<file path="src/rtl/pwm_deadtime_driver.sv">
// rtl/pwm_deadtime_driver.sv - complementary high/low gate-drive pair with programmable dead time
module pwm_deadtime_driver #(
    parameter int DT_WIDTH    = 8,
    parameter int MIN_DEAD    = 1,
    parameter int SYNC_STAGES = 2,
    parameter int CNT_WIDTH   = 16
) (
    input  logic                 ClkOsc,
    input  logic                 Rst,
    input  logic                 Enable,
    input  logic                 PwmIn,
    input  logic [DT_WIDTH-1:0]  DeadTime,
    output logic                 OutHigh,
    output logic                 OutLow,
    output logic                 Active,
    output logic [CNT_WIDTH-1:0] PulseCount,
    output logic [CNT_WIDTH-1:0] GlitchCount
);
    typedef enum logic [2:0] {
        S_OFF    = 3'd0,
        S_DEAD_H = 3'd1,
        S_HIGH   = 3'd2,
        S_DEAD_L = 3'd3,
        S_LOW    = 3'd4
    } state_t;

    localparam logic [DT_WIDTH-1:0] MIN_DEAD_V = DT_WIDTH'(MIN_DEAD);

    state_t                 state;
    state_t                 state_n;
    logic [SYNC_STAGES-1:0] sync_q;
    logic                   pwm_s;
    logic [DT_WIDTH-1:0]    dead_cnt;
    logic [DT_WIDTH-1:0]    deff_m1;
    logic [DT_WIDTH-1:0]    deff_req;
    logic                   expired;
    logic                   enter_dead;
    logic                   glitch;

    assign pwm_s    = sync_q[SYNC_STAGES-1];
    assign deff_req = (DeadTime < MIN_DEAD_V) ? MIN_DEAD_V : DeadTime;
    assign expired  = (dead_cnt == deff_m1);
    assign Active   = (state == S_HIGH) || (state == S_LOW);

    always_ff @(posedge ClkOsc or posedge Rst) begin
        if (Rst) begin
            sync_q <= '0;
        end else begin
            sync_q <= {sync_q[SYNC_STAGES-2:0], PwmIn};
        end
    end

    // A reversal inside a dead window wins over expiry on the same edge.
    always_comb begin
        state_n    = state;
        enter_dead = 1'b0;
        glitch     = 1'b0;
        if (!Enable) begin
            state_n = S_OFF;
        end else begin
            case (state)
                S_OFF: begin
                    state_n    = pwm_s ? S_DEAD_H : S_DEAD_L;
                    enter_dead = 1'b1;
                end
                S_DEAD_H: begin
                    if (!pwm_s) begin
                        state_n    = S_DEAD_L;
                        enter_dead = 1'b1;
                        glitch     = 1'b1;
                    end else if (expired) begin
                        state_n = S_HIGH;
                    end
                end
                S_HIGH: begin
                    if (!pwm_s) begin
                        state_n    = S_DEAD_L;
                        enter_dead = 1'b1;
                    end
                end
                S_DEAD_L: begin
                    if (pwm_s) begin
                        state_n    = S_DEAD_H;
                        enter_dead = 1'b1;
                        glitch     = 1'b1;
                    end else if (expired) begin
                        state_n = S_LOW;
                    end
                end
                S_LOW: begin
                    if (pwm_s) begin
                        state_n    = S_DEAD_H;
                        enter_dead = 1'b1;
                    end
                end
                default: state_n = S_OFF;
            endcase
        end
    end

    // Outputs decode the next state so they move on the same edge as the state.
    always_ff @(posedge ClkOsc or posedge Rst) begin
        if (Rst) begin
            state       <= S_OFF;
            OutHigh     <= 1'b0;
            OutLow      <= 1'b0;
            dead_cnt    <= '0;
            deff_m1     <= '0;
            PulseCount  <= '0;
            GlitchCount <= '0;
        end else begin
            state   <= state_n;
            OutHigh <= (state_n == S_HIGH);
            OutLow  <= (state_n == S_LOW);
            if (enter_dead) begin
                dead_cnt <= '0;
                deff_m1  <= deff_req - DT_WIDTH'(1);
            end else if ((state_n == state) && ((state == S_DEAD_H) || (state == S_DEAD_L))) begin
                dead_cnt <= dead_cnt + DT_WIDTH'(1);
            end
            if ((state_n == S_HIGH) && (state != S_HIGH)) begin
                PulseCount <= PulseCount + CNT_WIDTH'(1);
            end
            if (glitch && (GlitchCount != '1)) begin
                GlitchCount <= GlitchCount + CNT_WIDTH'(1);
            end
        end
    end
endmodule

</file>
<file path="config.mk">
export PLATFORM = sky130hd
export DESIGN_NAME = pwm_deadtime_driver
export DESIGN_NICKNAME = d
export VERILOG_FILES = /design/src/rtl/pwm_deadtime_driver.sv
export SDC_FILE = /design/constraint.sdc
export NUM_CORES = 1
export LEC_CHECK = 0
export CORE_MARGIN = 2
export CORE_UTILIZATION = 45
export CTS_CLUSTER_SIZE = 25
export DETAILED_ROUTE_END_ITERATION = 7
export PLACE_DENSITY = 0.8
export SYNTH_ARGS = -nofsm -noshare
export SYNTH_HDL_FRONTEND = slang
export SYNTH_SLANG_ARGS = --single-unit
</file>
<file path="constraint.sdc">
create_clock -name ClkOsc -period 2 [get_ports ClkOsc]
set_clock_uncertainty 0.2 [all_clocks]
set_input_delay 0.4 -clock ClkOsc [delete_from_list [all_inputs] [get_ports ClkOsc]]
set_output_delay 0.4 -clock ClkOsc [all_outputs]
set_load 0.005 [all_outputs]
</file>
======== Yosys cells after proc, flatten, opt, wreduce, memory -nomap -nowiden ========
Cells that the tools add are included.
cells by class
  add/sub/neg operators ................... 4
  magnitude comparators ................... 1
  equal/unequal tests ..................... 10
  muxes and demuxes ....................... 18
  reductions and logical operators ........ 9
operators with widths
  kind                                                                          count
  16-bit by 1-bit adder with 16-bit output, second input constant               2
  8-bit 2-to-1 mux                                                              3
  3-bit 2-to-1 mux                                                              7
  16-bit inequality test, second input constant                                 1
  3-bit case mux with 5 select lines                                            1
  3-bit by 2-bit equality test with 1-bit output, second input constant         3
  8-bit by 1-bit adder with 8-bit output, second input constant                 1
  8-bit equality test                                                           1
  8-bit by 1-bit less-than comparator with 1-bit output, second input constant  1
  8-bit by 1-bit subtractor with 8-bit output, second input constant            1
  3-bit equality test, second input constant                                    2
  1-bit 2-to-1 mux                                                              4
  2-bit OR reduction                                                            2
  3-bit by 1-bit equality test with 1-bit output, second input constant         1
  3-bit equality test                                                           1
  1-bit logical AND                                                             3
  3-bit zero test                                                               1
  3-bit by 2-bit inequality test with 1-bit output, second input constant       1
  1-bit case mux with 3 select lines                                            1
  1-bit logical OR                                                              2
  2-bit 2-to-1 mux                                                              1
  1-bit case mux with 2 select lines                                            1
  2-bit nonzero test                                                            1
storage, ports and cells
  register bits after elaboration ......... 55
  input port bits ......................... 12
  output and inout port bits .............. 35

======== Logic depth before layout (Yosys ltp) ========
Gate-level depths: netlist of the first run.
  word-level depth ........................ 9
  mapped depth ............................ 6
  gate-level depth less buffers ........... 6

======== Least setup slack after synthesis of the first run ========
Ideal clock, no wire load.
  kind .................................... reg2reg
  from .................................... reg GlitchCount[0]
  to ...................................... reg GlitchCount[13]
  setup time .............................. 0.079 ns
  arrival ................................. 1.647 ns
  required time ........................... 1.721 ns
  slack ................................... 0.074 ns
  stages on the path, launching flop included .. 7
  buffers on the path ..................... 1
  cell sequence ........................... dfrtp_1 ha_1 and4_1 nor3b_2 buf_2 nor4_1 xor2_1
between the ends
  longest elaborated chain between the ends .. 2
  elaborated cells between the ends (all ways) .. 3
ends and longest elaborated chain
  item                                                                              line  RTL
  start: declaration                                                                17    output logic [CNT_WIDTH-1:0] GlitchCount
  start signal: assignment                                                          125   GlitchCount <= GlitchCount + CNT_WIDTH'(1);
  branches (longest 2 deep; another with 16-bit by 1-bit adder with 16-bit output)  --
Parallel ways; which one is timed is not known.
A chain may end at the register's enable or synchronous reset.

======== Final worst setup path of the first run ========
  from .................................... reg state[1]
  to ...................................... reg dead_cnt[6]
between the ends
  longest elaborated chain between the ends .. 7
  elaborated cells between the ends (all ways) .. 22
ends and longest elaborated chain
  item                                        line    RTL
  start: declaration                          29      state_t state;
  start signal: assignment                    112     state <= state_n;
  3-bit 2-to-1 mux, on equally long branches  86, 71
  3-bit 2-to-1 mux, on equally long branches  82, 67
  3-bit case mux with 5 select lines          61      case (state)
  3-bit 2-to-1 mux                            58      if (!Enable) begin
  3-bit equality test                         118     end else if ((state_n == state) && ((state == S_DEAD_H) || (state == S_DEAD_L))) begin
  1-bit logical AND                           118
  2-bit nonzero test (no source line)         --
  end signal: assignment                      119     dead_cnt <= dead_cnt + DT_WIDTH'(1);
  end: declaration                            33      logic [DT_WIDTH-1:0] dead_cnt;
Parallel ways exist; a longest one is shown, timed or not.

==> results of run 1 <==
-- worst max path at each step --
| stage | endpoint | start | cells after the start | slack (ns) |
|---|---|---|---|---|
| 2_1_floorplan | GlitchCount[0]$_DFFE_PP0P_ | Rst | 1 | 0.06 |
| 3_3_place_gp | PulseCount[1]$_DFFE_PP0P_ | Enable | 6 | -0.23 |
| 3_5_place_dp | GlitchCount[12]$_DFFE_PP0P_ | Enable | 7 | -0.31 |
| 4_1_cts | PulseCount[14]$_DFFE_PP0P_ | dead_cnt[1]$_DFFE_PP0P_ | 5 | 0.006 |
| 5_1_grt | dead_cnt[6]$_DFFE_PP0P_ | state[1]$_DFF_PP0_ | 8 | -0.09 |
| 6_report | dead_cnt[6]$_DFFE_PP0P_ | state[1]$_DFF_PP0_ | 8 | 0.003 |
-- layer usage --
metal	up-vias	global-route usage, %	wire length, um
met5	-	0	0
met4	0	7.27	234
met3	20	3.20	227
met2	55	34.4	3850
met1	1267	21.7	3000
li1	1240	-	-
-- sequential cells by signal (all words and copies together), names as in the netlist --
name         flops
OutLow           1
PulseCount      16
OutHigh          1
state            3
dead_cnt         8
deff_m1          8
GlitchCount     16
sync_q           2
-- per-stage QoR --
| step | TNS, ns | worst slack [ns] | hold slack (ns) | area, um^2 |
|---|---|---|---|---|
| finish | 0 | 0.00305 | 0.160 | 4330 |
| detailed placement | -8.50 | -0.309 | 0.136 | 3990 |
| floorplan | 0 | 0.0571 | 0.131 | 3160 |
| global route | -0.450 | -0.0865 | 0.168 | 4330 |
| global placement | -6.10 | -0.225 | 0.133 | 3990 |
| CTS | 0 | 0.00570 | 0.163 | 4120 |
-- cells in the final DEF, fill, tap and decap left out, types with 4 or more instances in the layout --
| cell type | count |
|---|---|
| sky130_fd_sc_hd__dfrtp_1 | 54 |
| sky130_fd_sc_hd__xnor2_2 | 4 |
| sky130_fd_sc_hd__xor2_1 | 30 |
| sky130_fd_sc_hd__a21oi_1 | 6 |
| sky130_fd_sc_hd__nand3_1 | 10 |
| sky130_fd_sc_hd__nand2_1 | 30 |
| sky130_fd_sc_hd__nor4_2 | 14 |
| sky130_fd_sc_hd__buf_4 | 39 |
| sky130_fd_sc_hd__nor4b_2 | 4 |
| sky130_fd_sc_hd__mux2i_1 | 9 |
| sky130_fd_sc_hd__nand2b_1 | 4 |
| sky130_fd_sc_hd__nor2_1 | 11 |
| sky130_fd_sc_hd__clkbuf_8 | 6 |
| sky130_fd_sc_hd__xnor2_1 | 8 |
| sky130_fd_sc_hd__and3_1 | 10 |
| sky130_fd_sc_hd__inv_1 | 6 |
| sky130_fd_sc_hd__buf_12 | 5 |
| sky130_fd_sc_hd__o211ai_1 | 5 |
| sky130_fd_sc_hd__o21ai_0 | 12 |
| sky130_fd_sc_hd__nand4_1 | 9 |
| sky130_fd_sc_hd__ha_1 | 4 |
| sky130_fd_sc_hd__clkdlybuf4s50_1 | 45 |
-- power groups by stage --
stage	clock, uW	sequential, uW	combinational (uW)
final	780	1310	828
after global routing	834	1330	900
after CTS	796	1310	730
after detailed placement	0	1340	717
after global placement	0	1330	693
after floorplan	0	1320	406
-- worst max-delay path: cells and delay by family, from the launching register on --
kind            cells  cell delay [ns]
compound gates      2             0.46
flops               1             0.41
buf+inv             4             0.61
mux                 1             0.16
simple gates        1             0.07
-- layout make-up --
class	instances	area [um^2]	share of cell area [%]
clock inverter	2	35.0	0.809
tap	96	120	2.78
clock buffer	6	82.6	1.91
sequential	55	1380	31.8
timing repair buffer	94	925	21.4
multi-input combinational	218	1760	40.7
inverter	7	26.3	0.607
-- kinds of logic after synthesis --
group | Yosys count
xor gates and xnor gates | 43
muxes | 12
adders and majority gates | 4
and+or+nand+nor | 123
AOI/OAI and AO/OA | 36
buffers and inverters | 20
DFF | 55
-- timing repair --
| action | 4_1_cts | 5_1_grt |
|---|---|---|
| endpoints found under the setup margin | 1 | 35 |
| buffers inserted | 2 | 6 |
| cloned | 0 | 2 |
| gates resized for setup | 2 | 16 |
| pin swaps | 0 | 4 |
==> impl_metrics.prom, run 1 <==
# TYPE chip_impl_metric gauge
chip_impl_info{name="critical_path.reg2reg.startpoint",value="state[1]$_DFF_PP0_"} 1
chip_impl_metric{name="dp_cells",unit=""} 460
chip_impl_metric{name="post_synth_and_or_nand_nor_area_fraction",unit="%"} 26.8
chip_impl_metric{name="fmax",unit="GHz"} 0.501
chip_impl_metric{name="synthArstFlopShare",unit="%"} 100
chip_impl_info{name="min_delay_worst_endpoint",value="sync_q[1]$_DFF_PP0_"} 1
chip_impl_info{name="path_category_of_the_worst_min_delay_check",value="flop to flop"} 1
chip_impl_metric{name="crit_fanout",unit=""} 10
chip_impl_metric{name="grt_first_pass_wirelength",unit="um"} 11400
chip_impl_metric{name="power_switching",unit="uW"} 873
chip_impl_metric{name="worst_pin_slew",unit="ns"} 0.443
chip_impl_info{name="slowest_stage",value="sky130_fd_sc_hd__dfrtp_2"} 1
chip_impl_info{name="critical_path.cell_chain",value="buf_4 > buf_6 > a21bo_2 > a32oi_4 > buf_12 > clkbuf_16 > nand2b_1 > mux2i_1"} 1
chip_impl_metric{name="synth_sequential_area_ratio",unit="%"} 43.5
chip_impl_metric{name="internal-power",unit="uW"} 2050
chip_impl_metric{name="final_util",unit="%"} 63.7
chip_impl_metric{name="floorplan.die_area",unit="mm^2"} 0.00772
chip_impl_metric{name="mappedNetlistArea",unit="mm^2"} 0.00316
chip_impl_metric{name="diode_insertion_count_for_antenna_repair",unit=""} 0
chip_impl_metric{name="io_buffer_count",unit=""} 46
chip_impl_metric{name="dpl.hpwl",unit="um"} 5050
chip_impl_metric{name="critical_path.max_stage_delay",unit="ns"} 0.41
chip_impl_info{name="r2r_end",value="dead_cnt[6]$_DFFE_PP0P_"} 1
chip_impl_metric{name="detail_route.iter0.violations",unit=""} 147
chip_impl_metric{name="power.ir.vdd_worst",unit="V"} 0.000374
chip_impl_metric{name="yosys.area_share.adder",unit="%"} 1.58
chip_impl_metric{name="postRouteAntennaNets",unit=""} 0
chip_impl_metric{name="cap_viol_max_count",unit=""} 0
chip_impl_metric{name="cp_data_required_time",unit="ns"} 2.04
chip_impl_metric{name="rows",unit=""} 30
chip_impl_metric{name="worstRegToRegCells",unit=""} 8
chip_impl_metric{name="regToRegSetupSlack",unit="ns"} 0.003
chip_impl_metric{name="cts_hold_repair.buffers",unit=""} 0
chip_impl_metric{name="worst_setup_hold_path_clk_slew",unit="ns"} 0.10
chip_impl_metric{name="area_delta_synth_final",unit="%"} 36.8
chip_impl_metric{name="period_minus_slack",unit="ns"} 2.00
chip_impl_metric{name="clkPwrFrac",unit="%"} 26.7
chip_impl_metric{name="postSynthAreaPerCell",unit="um^2"} 10.8
chip_impl_metric{name="nets",unit=""} 397
chip_impl_metric{name="maxSlewViolCount",unit=""} 0
chip_impl_metric{name="clock_insertion_delay_worst_skew",unit="ns"} 0.32
chip_impl_metric{name="yosys.area.top_type_share",unit="%"} 43.5
chip_impl_metric{name="maximum_number_of_pins_on_one_net_before_global_route_repair",unit=""} 25
chip_impl_info{name="synth_top_area_cells",value="sky130_fd_sc_hd__dfrtp_1 43%, sky130_fd_sc_hd__xor2_1 8.3%, sky130_fd_sc_hd__nor4_2 4.3%, sky130_fd_sc_hd__nand2_1 3.6%, sky130_fd_sc_hd__xnor2_1 3.3%"} 1
chip_impl_info{name="yosys_most_used_dff",value="sky130_fd_sc_hd__dfrtp_1"} 1
chip_impl_metric{name="finalSetupViolations",unit=""} 0
chip_impl_metric{name="powerDensity",unit="mW/mm^2"} 675
chip_impl_metric{name="combPwrFrac",unit="%"} 28.3
chip_impl_metric{name="core_area",unit="mm^2"} 0.00679
chip_impl_info{name="run_status",value="finished, final reports clean"} 1
chip_impl_metric{name="hold_depth",unit=""} 0
chip_impl_metric{name="routed_vias_inst",unit=""} 5.40
chip_impl_metric{name="power.static_leakage",unit="uW"} 0.00202
chip_impl_info{name="synthMostInstantiatedCell",value="sky130_fd_sc_hd__dfrtp_1"} 1
chip_impl_info{name="cts_tree",value="yes"} 1
chip_impl_metric{name="overall_fraction_of_global_route_tracks_in_use",unit="%"} 18.7
chip_impl_metric{name="route.detailed.drc",unit=""} 0
chip_impl_metric{name="cts.htree.levels",unit=""} 2
chip_impl_info{name="worst-setup-path-type",value="flop to flop"} 1
chip_impl_info{name="critPathCaptureType",value="flop"} 1
chip_impl_info{name="grt_setup_unrepaired",value="yes"} 1
chip_impl_metric{name="synth.ff_latch_count",unit=""} 55
chip_impl_metric{name="synth-xor-area-share",unit="%"} 12.5
chip_impl_metric{name="final.period_utilization",unit="%"} 99.8
chip_impl_metric{name="number_of_antenna_violations_at_the_first_check_in_global_routing",unit=""} 0
chip_impl_metric{name="final_wirelength",unit="um"} 7310
chip_impl_info{name="worst_hold_startpoint",value="sync_q[0]$_DFF_PP0_"} 1
chip_impl_metric{name="floorplan_die_height",unit="um"} 87.9
chip_impl_metric{name="synth_edf_count",unit=""} 0
chip_impl_metric{name="number_of_detailed_route_iterations_in_the_first_pass",unit=""} 4
chip_impl_metric{name="routability_congestion_estimate",unit=""} 0.869
chip_impl_metric{name="hold_viol_final",unit=""} 0
chip_impl_metric{name="wl_per_cell",unit="um"} 15.3
chip_impl_metric{name="synthDistinctLibCells",unit=""} 49
chip_impl_metric{name="cts-root-to-sink-buffers",unit=""} 2
chip_impl_metric{name="grt_remaining_overflow",unit=""} 0
chip_impl_metric{name="ys_warn_count",unit=""} 0
chip_impl_metric{name="fillers",unit=""} 525
chip_impl_metric{name="vias",unit=""} 2582
chip_impl_metric{name="synth_mux_area_share",unit="%"} 3.91
chip_impl_metric{name="pin_count",unit=""} 47
chip_impl_info{name="synth_largest_area_cell",value="sky130_fd_sc_hd__dfrtp_1"} 1
chip_impl_metric{name="netlist_instances",unit=""} 293
chip_impl_metric{name="die_width",unit="um"} 87.9
chip_impl_metric{name="layout-drive-gt1-share",unit="%"} 25.4
chip_impl_info{name="main_combinational_cell_family_by_area_after_synthesis",value="simple AND/OR/NAND/NOR gates"} 1
chip_impl_metric{name="power_frac_seq",unit="%"} 45.0
chip_impl_info{name="netlist_top_cells_count",value="55 x sky130_fd_sc_hd__dfrtp_1, 30 x sky130_fd_sc_hd__nand2_1, 30 x sky130_fd_sc_hd__xor2_1, 12 x sky130_fd_sc_hd__o21ai_0, 12 x sky130_fd_sc_hd__xnor2_1"} 1
chip_impl_metric{name="initial_core_util",unit="%"} 46.6
chip_impl_info{name="cts-root-buf",value="sky130_fd_sc_hd__clkbuf_8"} 1
chip_impl_metric{name="synth_compound_gate_area_share",unit="%"} 8.11
chip_impl_metric{name="grt_pass1_vias",unit=""} 2521
chip_impl_metric{name="cts_inserted_buffers",unit=""} 5
chip_impl_metric{name="post-layout-total-power",unit="uW"} 2920
chip_impl_metric{name="synth.net_count",unit=""} 309
chip_impl_metric{name="cts.sink_count",unit=""} 55
chip_impl_metric{name="relative_slew_slack",unit="%"} 70.2
chip_impl_metric{name="switching_power_share_of_the_total",unit="%"} 29.9
chip_impl_info{name="start_kind",value="flop"} 1
chip_impl_metric{name="worst-endpoint-arrival",unit="ns"} 2.03
chip_impl_metric{name="finalNonFillerCells",unit=""} 478
No activity file was read; power rests on OpenSTA's default activity.
==> run 2: changes to the inputs <==
--- a/config.mk
+++ b/config.mk
@@ -6,10 +6,11 @@
 export NUM_CORES = 1
 export LEC_CHECK = 0
 export CORE_MARGIN = 2
-export CORE_UTILIZATION = 45
+export CORE_UTILIZATION = 49
+export CTS_CLUSTER_DIAMETER = 30
 export CTS_CLUSTER_SIZE = 25
 export DETAILED_ROUTE_END_ITERATION = 7
-export PLACE_DENSITY = 0.8
+export PLACE_DENSITY = 0.85
 export SYNTH_ARGS = -nofsm -noshare
 export SYNTH_HDL_FRONTEND = slang
 export SYNTH_SLANG_ARGS = --single-unit
==> impl_metrics.prom, run 2 (synthesis gave the netlist of run 1 again) <==
# TYPE chip_impl_metric gauge
chip_impl_metric{name="switching_power_share_of_the_total",unit="%"} 30.5
chip_impl_metric{name="initial_core_util",unit="%"} 50.1
chip_impl_metric{name="rows",unit=""} 29
chip_impl_metric{name="pin_count",unit=""} 47
chip_impl_metric{name="routed_vias_inst",unit=""} 5.64
chip_impl_metric{name="nets",unit=""} 392
chip_impl_metric{name="worst_pin_slew",unit="ns"} 0.415
chip_impl_info{name="run_status",value="finished, final reports clean"} 1
chip_impl_metric{name="grt_remaining_overflow",unit=""} 0
chip_impl_metric{name="area_delta_synth_final",unit="%"} 32.1
chip_impl_metric{name="worstRegToRegCells",unit=""} 6
chip_impl_info{name="critPathCaptureType",value="flop"} 1
chip_impl_metric{name="period_minus_slack",unit="ns"} 1.97
chip_impl_metric{name="cts_hold_repair.buffers",unit=""} 0
chip_impl_metric{name="floorplan.die_area",unit="mm^2"} 0.00712
chip_impl_info{name="critPathLaunch",value="Enable"} 1
chip_impl_info{name="most-common-layout-cells",value="53 x sky130_fd_sc_hd__dfrtp_1, 45 x sky130_fd_sc_hd__clkdlybuf4s50_1, 41 x sky130_fd_sc_hd__buf_4"} 1
chip_impl_metric{name="clkPwrFrac",unit="%"} 24.3
chip_impl_metric{name="worst-endpoint-arrival",unit="ns"} 2.00
chip_impl_metric{name="internal-power",unit="uW"} 1920
chip_impl_metric{name="io_buffer_count",unit=""} 46
chip_impl_metric{name="cts_inserted_buffers",unit=""} 5
chip_impl_metric{name="postRouteAntennaNets",unit=""} 0
chip_impl_metric{name="detail_route.iter0.violations",unit=""} 111
chip_impl_metric{name="clock_insertion_delay_worst_skew",unit="ns"} 0.32
chip_impl_metric{name="final.setup.tns",unit="ns"} 0
chip_impl_metric{name="grt_pass1_vias",unit=""} 2572
chip_impl_metric{name="maxSlewViolCount",unit=""} 0
chip_impl_metric{name="power.static_leakage",unit="uW"} 0.00195
chip_impl_metric{name="relative_slew_slack",unit="%"} 72.3
chip_impl_metric{name="cp_data_required_time",unit="ns"} 2.03
chip_impl_metric{name="vias",unit=""} 2559
chip_impl_metric{name="worst_setup_hold_path_clk_slew",unit="ns"} 0.10
chip_impl_metric{name="final_util",unit="%"} 66.2
chip_impl_metric{name="hold_viol_final",unit=""} 0
chip_impl_metric{name="route.detailed.drc",unit=""} 0
chip_impl_info{name="start_kind",value="input pin"} 1
chip_impl_metric{name="final.period_utilization",unit="%"} 98.6
chip_impl_metric{name="regToRegSetupSlack",unit="ns"} 0.09
chip_impl_metric{name="post-layout-total-power",unit="uW"} 2760
chip_impl_metric{name="postLayoutSetupSlackWorst",unit="ns"} 0.0277
chip_impl_metric{name="cts-root-to-sink-buffers",unit=""} 2
chip_impl_metric{name="combPwrFrac",unit="%"} 28.1
chip_impl_info{name="cts_tree",value="yes"} 1
chip_impl_metric{name="core_area",unit="mm^2"} 0.00631
chip_impl_metric{name="finalSetupViolations",unit=""} 0
chip_impl_info{name="final_common_cell",value="sky130_fd_sc_hd__dfrtp_1"} 1
chip_impl_metric{name="grt_first_pass_wirelength",unit="um"} 11600
chip_impl_metric{name="power_frac_seq",unit="%"} 47.6
chip_impl_metric{name="crit_fanout",unit=""} 7
chip_impl_metric{name="number_of_antenna_violations_at_the_first_check_in_global_routing",unit=""} 0
chip_impl_info{name="largestRegisters",value="GlitchCount x16, PulseCount x16"} 1
chip_impl_info{name="cts-root-buf",value="sky130_fd_sc_hd__clkbuf_8"} 1
chip_impl_metric{name="routability_congestion_estimate",unit=""} 0.833
chip_impl_metric{name="diode_insertion_count_for_antenna_repair",unit=""} 0
chip_impl_info{name="critical_path.reg2reg.startpoint",value="state[1]$_DFF_PP0_"} 1
chip_impl_metric{name="fin_area",unit="mm^2"} 0.00418
chip_impl_metric{name="layout-drive-gt1-share",unit="%"} 24.7
chip_impl_metric{name="number_of_detailed_route_iterations_in_the_first_pass",unit=""} 4
chip_impl_metric{name="die_width",unit="um"} 84.4
chip_impl_metric{name="power.ir.vdd_worst",unit="V"} 0.000566
chip_impl_metric{name="placed_cell_area",unit="mm^2"} 0.00394
chip_impl_info{name="cp-endpoint",value="PulseCount[11]$_DFFE_PP0P_"} 1
chip_impl_metric{name="floorplan_die_height",unit="um"} 84.4
chip_impl_metric{name="cap_viol_max_count",unit=""} 0
chip_impl_info{name="worst_hold_startpoint",value="sync_q[0]$_DFF_PP0_"} 1
chip_impl_metric{name="fmax",unit="GHz"} 0.507
chip_impl_metric{name="powerDensity",unit="mW/mm^2"} 661
chip_impl_metric{name="cts.htree.levels",unit=""} 2
chip_impl_info{name="r2r_end",value="dead_cnt[7]$_DFFE_PP0P_"} 1
chip_impl_metric{name="cts.sink_count",unit=""} 55
chip_impl_info{name="path_category_of_the_worst_min_delay_check",value="flop to flop"} 1
chip_impl_info{name="worst-setup-path-type",value="input pin to flop"} 1
chip_impl_metric{name="power_switching",unit="uW"} 844
chip_impl_metric{name="dpl.hpwl",unit="um"} 5100
chip_impl_metric{name="final_wirelength",unit="um"} 7080
chip_impl_metric{name="detailedPlace.worstSlack",unit="ns"} -0.288
chip_impl_metric{name="maximum_number_of_pins_on_one_net_before_global_route_repair",unit=""} 33
chip_impl_metric{name="overall_fraction_of_global_route_tracks_in_use",unit="%"} 20.1
chip_impl_metric{name="wl_per_cell",unit="um"} 15.6
run 2: timing repair:
action                     in CTS  in global routing
pin swaps                       1                  2
resized for setup               3                 18
gates cloned                    0                  0
setup buffers                   0                  4
setup endpoints to repair       4                 32
run 2: final cells by class:
type | count | area (um^2)
Clock buffer | 8 | 100
Fill cell | 483 | 2130
Inverter | 7 | 26.3
Multi-Input combinational cell | 218 | 1780
Sequential cell | 55 | 1380
Tap cell | 77 | 96.3
Timing Repair Buffer | 89 | 798
run 2: worst min path at each step:
stage	endpoint	depth (start not counted)
after floorplan	sync_q[1]$_DFF_PP0_	0
after global placement	sync_q[1]$_DFF_PP0_	0
after detailed placement	sync_q[1]$_DFF_PP0_	0
after CTS	sync_q[1]$_DFF_PP0_	0
after global routing	sync_q[1]$_DFF_PP0_	0
final	sync_q[1]$_DFF_PP0_	0
run 2: power groups by stage:
stage                     Sequential (uW)  Combinational (uW)  Clock (uW)
after floorplan                      1320                 406           0
after global placement               1320                 698           0
after detailed placement             1330                 719           0
after CTS                            1310                 724         686
after global routing                 1330                 836         739
final                                1320                 777         672
run 2: through the flow:
step,hold WS (ns),std cells
after floorplan,0.131,293
after detailed placement,0.135,442
after global placement,0.135,442
final,0.136,454
after global routing,0.159,454
after CTS,0.148,450
run 2: metal layers:
metal	global-route usage (%)	up-vias	part of all wire (%)
met5	0	-	0
met4	7.22	0	1.4
met3	3.54	10	3.2
met2	36.2	57	53
met1	24.1	1267	42
li1	-	1225	-
run 2: worst max-delay path, cell delays in order:
cell and delay (ns):
sky130_fd_sc_hd__clkdlybuf4s50_1 0.50, sky130_fd_sc_hd__and3b_1 0.20, sky130_fd_sc_hd__buf_4 0.16, sky130_fd_sc_hd__nand4_4 0.19
sky130_fd_sc_hd__nor4_2 0.33, sky130_fd_sc_hd__xor2_1 0.22
==> run 3: changes to the inputs <==
--- a/config.mk
+++ b/config.mk
@@ -5,12 +5,13 @@
 export SDC_FILE = /design/constraint.sdc
 export NUM_CORES = 1
 export LEC_CHECK = 0
+export ABC_AREA = 0
 export CORE_MARGIN = 2
-export CORE_UTILIZATION = 49
+export CORE_UTILIZATION = 35
 export CTS_CLUSTER_DIAMETER = 30
 export CTS_CLUSTER_SIZE = 25
 export DETAILED_ROUTE_END_ITERATION = 7
-export PLACE_DENSITY = 0.85
+export PLACE_DENSITY = 0.67
 export SYNTH_ARGS = -nofsm -noshare
 export SYNTH_HDL_FRONTEND = slang
 export SYNTH_SLANG_ARGS = --single-unit
==> impl_metrics.prom, run 3 (synthesis gave the netlist of run 1 again) <==
# TYPE chip_impl_metric gauge
chip_impl_metric{name="relative_slew_slack",unit="%"} 72.5
chip_impl_metric{name="diode_insertion_count_for_antenna_repair",unit=""} 0
chip_impl_info{name="final_common_cell",value="sky130_fd_sc_hd__dfrtp_1"} 1
chip_impl_metric{name="grt_first_pass_wirelength",unit="um"} 11400
chip_impl_metric{name="worst_setup_hold_path_clk_slew",unit="ns"} 0.10
chip_impl_metric{name="initial_core_util",unit="%"} 36.1
chip_impl_metric{name="final.period_utilization",unit="%"} 99.5
chip_impl_metric{name="period_minus_slack",unit="ns"} 1.99
chip_impl_info{name="worst_hold_startpoint",value="sync_q[0]$_DFF_PP0_"} 1
chip_impl_info{name="grt_setup_unrepaired",value="yes"} 1
chip_impl_metric{name="powerDensity",unit="mW/mm^2"} 665
chip_impl_metric{name="power.static_leakage",unit="uW"} 0.00195
chip_impl_metric{name="io_buffer_count",unit=""} 46
chip_impl_metric{name="cts.htree.levels",unit=""} 2
chip_impl_info{name="largestRegisters",value="GlitchCount x16, PulseCount x16"} 1
chip_impl_metric{name="fmax",unit="GHz"} 0.503
chip_impl_metric{name="routed_vias_inst",unit=""} 5.12
chip_impl_metric{name="finalSetupViolations",unit=""} 0
chip_impl_metric{name="clock_insertion_delay_worst_skew",unit="ns"} 0.31
chip_impl_info{name="cts_tree",value="yes"} 1
chip_impl_metric{name="cts-root-to-sink-buffers",unit=""} 2
chip_impl_metric{name="overall_fraction_of_global_route_tracks_in_use",unit="%"} 14.1
chip_impl_metric{name="power.ir.vdd_worst",unit="V"} 0.000328
chip_impl_metric{name="cp_data_required_time",unit="ns"} 2.02
chip_impl_metric{name="pin_count",unit=""} 47
chip_impl_info{name="path_category_of_the_worst_min_delay_check",value="flop to flop"} 1
chip_impl_metric{name="maxSlewViolCount",unit=""} 0
chip_impl_metric{name="maximum_number_of_pins_on_one_net_before_global_route_repair",unit=""} 33
chip_impl_metric{name="cap_viol_max_count",unit=""} 0
chip_impl_metric{name="die_width",unit="um"} 99.1
chip_impl_info{name="worst-setup-path-type",value="input pin to flop"} 1
chip_impl_info{name="critPathLaunch",value="Enable"} 1
chip_impl_metric{name="hold_viol_final",unit=""} 0
chip_impl_metric{name="area_delta_synth_final",unit="%"} 33.8
chip_impl_info{name="critPathCaptureType",value="flop"} 1
chip_impl_metric{name="dpl.hpwl",unit="um"} 5110
chip_impl_info{name="run_status",value="finished, final reports clean"} 1
chip_impl_metric{name="floorplan_die_height",unit="um"} 99.1
chip_impl_metric{name="wl_per_cell",unit="um"} 14.3
chip_impl_metric{name="cts_inserted_buffers",unit=""} 5
chip_impl_info{name="cts-root-buf",value="sky130_fd_sc_hd__clkbuf_8"} 1
chip_impl_metric{name="route.detailed.drc",unit=""} 0
chip_impl_metric{name="core_area",unit="mm^2"} 0.00876
chip_impl_metric{name="grt_remaining_overflow",unit=""} 0
chip_impl_info{name="critical_path.reg2reg.startpoint",value="state[2]$_DFF_PP0_"} 1
chip_impl_metric{name="rows",unit=""} 34
chip_impl_metric{name="layout-drive-gt1-share",unit="%"} 23.5
chip_impl_metric{name="cts.sink_count",unit=""} 55
chip_impl_metric{name="final_wirelength",unit="um"} 6930
chip_impl_info{name="start_kind",value="input pin"} 1
chip_impl_metric{name="number_of_antenna_violations_at_the_first_check_in_global_routing",unit=""} 0
chip_impl_metric{name="nets",unit=""} 391
chip_impl_metric{name="postRouteAntennaNets",unit=""} 0
chip_impl_metric{name="detail_route.iter0.violations",unit=""} 112
chip_impl_metric{name="post-layout-total-power",unit="uW"} 2820
chip_impl_metric{name="hold-worst-slack",unit="ns"} 0.160
chip_impl_metric{name="number_of_detailed_route_iterations_in_the_first_pass",unit=""} 4
chip_impl_metric{name="crit_fanout",unit=""} 6
chip_impl_metric{name="vias",unit=""} 2471
chip_impl_metric{name="routability_congestion_estimate",unit=""} 0.792
chip_impl_metric{name="worst_pin_slew",unit="ns"} 0.402
chip_impl_metric{name="grt_pass1_vias",unit=""} 2478
chip_impl_metric{name="floorplan.die_area",unit="mm^2"} 0.00982
chip_impl_info{name="most-common-layout-cells",value="55 x sky130_fd_sc_hd__dfrtp_1, 45 x sky130_fd_sc_hd__clkdlybuf4s50_1, 37 x sky130_fd_sc_hd__buf_4"} 1
chip_impl_metric{name="worst-endpoint-arrival",unit="ns"} 2.01
## run 3: cell count changes in the layout (fill, tap and decap cells not counted), sizes merged
cell / before / now
bufinv: 0 / 1
buf: 43 / 42
clkbuf: 8 / 6
## run 3: critical path, stage by stage
cell and delay, ns:
sky130_fd_sc_hd__clkdlybuf4s50_1 0.51, sky130_fd_sc_hd__and3b_1 0.22, sky130_fd_sc_hd__buf_12 0.14, sky130_fd_sc_hd__nand2_1 0.07
sky130_fd_sc_hd__buf_4 0.17, sky130_fd_sc_hd__nor4_2 0.32, sky130_fd_sc_hd__xnor2_1 0.18
## run 3: power by group
part           switching [uW]  internal (uW)  leakage [uW]
sequential                106           1210      0.000732
clock                     357            368     0.0000513
combinational             383            395       0.00117
## run 3: stage by stage
stage               cell area [um^2]  setup slack, ns  utilization, %  TNS [ns]  cells
global route                    4240         -0.00809            48.3   -0.0371    483
detailed placement              3990           -0.267            45.5     -8.68    471
finish                          4240           0.0101            48.3         0    483
global placement                3990           -0.233            45.5     -7.21    471
floorplan                       3160           0.0571               -         0    293
CTS                             4100         0.000967            46.8         0    479
## run 3: layout make-up
cell class,instances,area (um^2)
clock buffer,6,72.6
clock inverter,1,30.0
fill,813,4530
inverter,7,26.3
multi-input combinational,218,1780
sequential,55,1380
tap,108,135
timing repair buffer,88,820
## run 3: per-layer routing
metal	routed length [um]	GRT usage (%)	part of all wire, %	up-vias
met5	0	0	0	-
met4	61	2.85	0.88	0
met3	267	2.84	3.9	7
met2	3470	24.2	50	49
met1	3130	18.6	45	1196
li1	-	-	-	1219
## run 3: worst paths after layout
kind	depth (start not counted)	end	slack (ns)
worst max-delay path	7	GlitchCount[14]$_DFFE_PP0P_	0.01
worst min-delay path	0	sync_q[1]$_DFF_PP0_	0.16
worst max register to register	7	GlitchCount[14]$_DFFE_PP0P_	0.04
worst min register to register	0	sync_q[1]$_DFF_PP0_	0.16
max in group asynchronous	3	GlitchCount[2]$_DFFE_PP0P_	1.06
min in group asynchronous	3	PulseCount[9]$_DFFE_PP0P_	0.24
## run 3: timing repair
item	4_1_cts	5_1_grt
cloned	0	0
hold buffers	0	0
gates resized for setup	2	17
buffers inserted	1	4
pin swaps	0	2
setup endpoints to repair	2	30
